===== src/rtl/audio_interp_feeder_if.sv =====
// audio_interp_feeder_if: valid/ready sample handshake into the interpolating feeder
interface audio_interp_feeder_if #(parameter int A = 8);
    logic signed [A-1:0] in_sample;
    logic                in_valid;
    logic                in_ready;
    modport master (output in_sample, in_valid, input in_ready);
    modport slave (input in_sample, in_valid, output in_ready);
endinterface


===== src/rtl/audio_interp_feeder.sv =====
// audio_interp_feeder: 2-entry sample FIFO feeding a per-clock linear interpolator
// Optional TEST_TONE_EN adds tone_en, replacing the FIFO with an internal +/-2^(A-2) triangle source.
module audio_interp_feeder #(
    parameter int A        = 8,
    parameter int S        = 4,
    parameter int STEP_DIV = 16
) (
    input  logic                clk,
    input  logic                rst_n,
    audio_interp_feeder_if.slave bus,
`ifdef TEST_TONE_EN
    input  logic                tone_en,
`endif
    input  logic                clr_underrun,
    output logic signed [A-1:0] audio,
    output logic                sample_tick,
    output logic                underrun
);
    localparam int DW = $clog2(STEP_DIV);
    typedef enum logic [1:0] {IDLE, RUN, HOLD} state_t;
    state_t              state, state_nx;
    logic signed [A-1:0] mem [2];
    logic                rd;
    logic [1:0]          count, count_nx;
    logic [DW-1:0]       div_cnt;
    logic [S-1:0]        step_idx;
    logic signed [A-1:0] prev, cur, ld_val;
    logic signed [A:0]   diff;
    logic signed [A+S:0] prod;
    logic                tone, div_wrap, boundary, avail, load, starve, push, pop;
`ifdef TEST_TONE_EN
    localparam logic signed [A-1:0] Q = A'(1 << (A-2));
    logic tone_ph;
    assign tone   = tone_en;
    assign ld_val = tone ? (tone_ph ? -Q : Q) : mem[rd];
    always_ff @(posedge clk or negedge rst_n)
        if (!rst_n) tone_ph <= 1'b0;
        else if (load && tone) tone_ph <= ~tone_ph;
`else
    assign tone   = 1'b0;
    assign ld_val = mem[rd];
`endif
    assign div_wrap = div_cnt == DW'(STEP_DIV - 1);
    assign boundary = state != IDLE && div_wrap && step_idx == '1;
    assign avail    = tone || count != 2'd0;
    assign load     = avail && (state == IDLE || boundary);
    assign starve   = boundary && !avail;
    assign pop      = load && !tone;
    assign push     = bus.in_valid && bus.in_ready && !tone;
    assign count_nx = count + 2'(push) - 2'(pop);
    // Widen before multiplying so diff*step_idx cannot overflow; floor via arithmetic shift
    assign diff = {cur[A-1], cur} - {prev[A-1], prev};
    assign prod = $signed({{S{diff[A]}}, diff}) * $signed({{(A+1){1'b0}}, step_idx});
    always_comb begin
        state_nx = load ? RUN : starve ? HOLD : state;
    end
    always_ff @(posedge clk)
        if (push) mem[rd ^ count[0]] <= bus.in_sample;
    always_ff @(posedge clk or negedge rst_n) begin
        if (!rst_n) begin
            state        <= IDLE;
            count        <= 2'd0;
            rd           <= 1'b0;
            bus.in_ready <= 1'b0;
            div_cnt      <= '0;
            step_idx     <= '0;
            prev         <= '0;
            cur          <= '0;
            audio        <= '0;
            sample_tick  <= 1'b0;
            underrun     <= 1'b0;
        end else begin
            state        <= state_nx;
            count        <= count_nx;
            bus.in_ready <= !tone && count_nx != 2'd2;
            if (pop) rd <= ~rd;
            div_cnt      <= state == IDLE || div_wrap ? '0 : div_cnt + DW'(1);
            step_idx     <= state == IDLE ? '0 : div_wrap ? step_idx + S'(1) : step_idx;
            if (load || starve) prev <= state == IDLE ? '0 : cur;
            if (load) cur <= ld_val;
            audio        <= state == IDLE ? '0 : A'(prev + (prod >>> S));
            sample_tick  <= load || starve;
            underrun     <= starve ? 1'b1 : clr_underrun ? 1'b0 : underrun;
        end
    end
endmodule


===== src/flat_wrapper.sv =====
// flat-port wrapper written by rule: the top's interface ports become plain ports
module audio_interp_feeder_flat 
#(
    parameter int A        = 8,
    parameter int S        = 4,
    parameter int STEP_DIV = 16
)
  (clk, rst_n, clr_underrun, audio, sample_tick, underrun, bus_in_sample, bus_in_valid, bus_in_ready);
  audio_interp_feeder_if #(.A(A)) bus_i ();
  input  logic clk;
  input  logic rst_n;
  input  logic clr_underrun;
  output logic signed [A-1:0] audio;
  output logic sample_tick;
  output logic underrun;
  input wire logic [$bits(bus_i.in_sample)-1:0] bus_in_sample;
  input wire logic [$bits(bus_i.in_valid)-1:0] bus_in_valid;
  output wire logic [$bits(bus_i.in_ready)-1:0] bus_in_ready;
  assign bus_i.in_sample = bus_in_sample;
  assign bus_i.in_valid = bus_in_valid;
  assign bus_in_ready = bus_i.in_ready;
  audio_interp_feeder #(.A(A), .S(S), .STEP_DIV(STEP_DIV)) u_core (.clk(clk), .rst_n(rst_n), .bus(bus_i), .clr_underrun(clr_underrun), .audio(audio), .sample_tick(sample_tick), .underrun(underrun));
endmodule

===== config.mk =====
export PLATFORM = sky130hd
export DESIGN_NAME = audio_interp_feeder_flat
export DESIGN_NICKNAME = d
export VERILOG_FILES = /design/src/rtl/audio_interp_feeder_if.sv /design/src/rtl/audio_interp_feeder.sv /design/src/flat_wrapper.sv
export SDC_FILE = /design/constraint.sdc
export NUM_CORES = 1
export LEC_CHECK = 0
export ABC_AREA = 1
export CAP_MARGIN = 10
export CORE_MARGIN = 4
export CORE_UTILIZATION = 60
export CTS_BUF_LIST = sky130_fd_sc_hd__clkbuf_4
export DETAILED_ROUTE_END_ITERATION = 10
export HOLD_SLACK_MARGIN = 0.08
export PLACE_DENSITY = 0.78
export SYNTH_ARGS = -nofsm -noshare
export SYNTH_HDL_FRONTEND = slang
export SYNTH_SLANG_ARGS = --single-unit

===== constraint.sdc =====
create_clock -name clk -period 11 [get_ports clk]
set_clock_uncertainty 0.2 [all_clocks]
set_input_delay 1.1 -clock clk [delete_from_list [all_inputs] [get_ports clk]]
set_output_delay 1.1 -clock clk [all_outputs]
set_load 0.05 [all_outputs]

==> impl_metrics.json <==
{
  "outcome": "complete, no violations",
  "drc": 0,
  "drt_iter0_drc": 110,
  "grt_max_degree": 41,
  "cellPowerDensity_mw_per_mm2": 87.1,
  "die_w_um": 89.3,
  "vias": 2937,
  "clock.fmax_ghz": 0.171,
  "worst_pin_slew_ns": 0.867,
  "clk_path_buf_depth": 2,
  "drive_gt1_share_pct": 4.66,
  "synth_enable_flop_cells": 16,
  "syn_area_per_cell_um2": 8.48,
  "die_area_mm2": 0.00798,
  "dpl.hpwl_um": 5990,
  "max-slew-margin-rel_pct": 42.2,
  "die_h_um": 89.3,
  "io_pins": 23,
  "setup_viol": 0,
  "viasPerCell": 5.14,
  "drv_slew": 0,
  "cts_root_buf": "clkbuf_4",
  "cp-end-kind": "register",
  "ys_ff_latch": 56,
  "startpoint_type": "register",
  "area_growth_pct": 8.57,
  "crit_fanout": 6,
  "cts_setup_buffers": 0,
  "required_ns": 11.09,
  "core-area_mm2": 0.00639,
  "netlist_instances": 468,
  "peakVddDrop_mv": 0.107,
  "start_util_pct": 62.1,
  "syn_nets": 535,
  "leakage_nw": 2.26,
  "wirelength_um": 7130,
  "min_path_type": "reg2reg",
  "nNetsFinal": 560,
  "final_common_cell": "nand2_1",
  "cp.arrival_ns": 5.95,
  "hold_viol_final": 0,
  "fin_crit_sh_pct": 53.3,
  "critPathKind": "reg2reg",
  "synth-seq-area-share_pct": 37.3,
  "antenna_found_initial": 0,
  "grt_pass1_vias": 2961,
  "gp_congestion": 0.889,
  "placement_rows": 29,
  "numClockSinks": 56,
  "fin_crit_ns": 5.87,
  "critPathMaxStageDelay_ns": 0.51,
  "yosysWarnings": 0,
  "h-tree-depth": 2,
  "cts_tree": "yes",
  "routedWlPerCell_um": 12.5,
  "cts_buffers": 5,
  "clk_pin_slew_ns": 0.15,
  "tns_ns": 0,
  "cts_resized": 0,
  "final_cell_mix": "94 x nand2_1, 92 x inv_1, 49 x nor2_1",
  "netlist_area_mm2": 0.00397,
  "dr.pass1.iters": 5,
  "cap_violations": 0,
  "grt_use_total_pct": 20.2,
  "overflow": 0,
  "postRouteAntennaNets": 0,
  "ys_types": 34,
  "fin_total_pwr_mw": 0.375,
  "portBuffers": 22,
  "cts_hold_buf": 0,
  "ys_async_sr_fraction_pct": 71.4,
  "grt_pass1_wl_um": 12600,
  "synth_ff_type": "dfrtp_1",
  "cp_num_buf_inv": 5,
  "crit_family": "adder cells",
  "clk_latency_ns": 0.37,
  "rsz0062_at_grt": "no",
  "cp_slowest_cell": "fa_1",
  "n_antenna_cell": 0
}
## area by class of cell
| class | instances | area (um2) |
|---|---|---|
| clock buffer | 6 | 45.0 |
| clock inverter | 2 | 16.3 |
| fill | 525 | 2080 |
| inverter | 98 | 383 |
| multi-input combinational | 310 | 2070 |
| sequential | 56 | 1480 |
| tap | 77 | 96.3 |
| timing repair buffer | 22 | 215 |
## cells in the mapped netlist, types with 5 or more instances
cell type  instances  area, um2
nand3_1           15       75.1
inv_1             92        345
fa_1              17        340
dfrtp_1           40       1000
edfxtp_1          16        480
xnor2_1            5       43.8
nand2_1           94        353
ha_1              38        475
nor2_1            49        184
o21ai_0           17       85.1
a21oi_1           22        110
a31oi_1            8       50.1
xor2_1            15        131
## final timing paths
path / from / end / slack, ns / depth (start not counted)
min in group asynchronous: rst_n / u_core.underrun / 0.61 / 1
worst min-delay path: u_core.div_cnt[0] / u_core.div_cnt[0] / 0.27 / 1
worst min register to register: u_core.div_cnt[0] / u_core.div_cnt[0] / 0.27 / 1
max in group asynchronous: rst_n / u_core.prev[1] / 9.45 / 1
worst max-delay path: u_core.prev[2] / u_core.audio[7] / 5.13 / 31
worst max register to register: u_core.prev[2] / u_core.audio[7] / 5.13 / 31
## through the flow
stage | instance area (um2) | instances | setup slack (ns) | util (%) | hold WS, ns
after detailed placement | 4250 | 563 | 5.19 | 66.5 | 0.254
after floorplan | 3970 | 468 | 5.71 | - | 0.233
after global placement | 4250 | 563 | 5.32 | 66.5 | 0.248
final | 4310 | 571 | 5.13 | 67.5 | 0.274
after global routing | 4310 | 571 | 4.73 | 67.5 | 0.296
after CTS | 4310 | 571 | 5.13 | 67.5 | 0.273
## flip-flops by register name, summed over array words and instances, names as in the netlist
| signal | count |
|---|---|
| u_core.cur | 8 |
| u_core.underrun | 1 |
| u_core.count | 2 |
| u_core.audio | 8 |
| u_core.div_cnt | 4 |
| u_core.state | 2 |
| u_core.bus.in_ready | 1 |
| u_core.prev | 8 |
| u_core.rd | 1 |
| u_core.sample_tick | 1 |
| u_core.step_idx | 4 |
| u_core.mem | 16 |
## cell families after synthesis
kind of cell	after synthesis	synth area share, %
simple gates	178	19.1
buf+inv	102	10.5
compound gates	57	8.17
flops	56	37.3
fa+ha+maj	55	20.6
xor+xnor	20	4.41
## per-layer routing
layer | share of wire (%) | GRT usage, % | up-vias
met1 | 44 | 24.7 | 1371
met5 | 0 | 0 | -
li1 | - | - | 1522
met2 | 52 | 37.2 | 38
met3 | 3.4 | 2.67 | 6
met4 | 1.1 | 5.82 | 0
## worst register-to-register path, delay by kind of cell (launching register included)
family / cells / cell delay, ns
buffers and inverters: 5 / 0.31
flip-flops: 1 / 0.39
AND/OR/NAND/NOR: 11 / 0.90
adder cells (fa/ha/maj): 6 / 2.28
XOR/XNOR: 2 / 0.49
AO/OA/AOI/OAI: 7 / 1.19
## where the power goes
group	switching (mW)	internal (mW)	total [mW]	leakage, nW
logic	0.0281	0.0162	0.0443	1.58
clock network	0.0623	0.0285	0.0908	0.0323
registers	0.00615	0.234	0.240	0.644
total	0.0966	0.279	0.375	2.26
(Power assumes the default switching activity.)
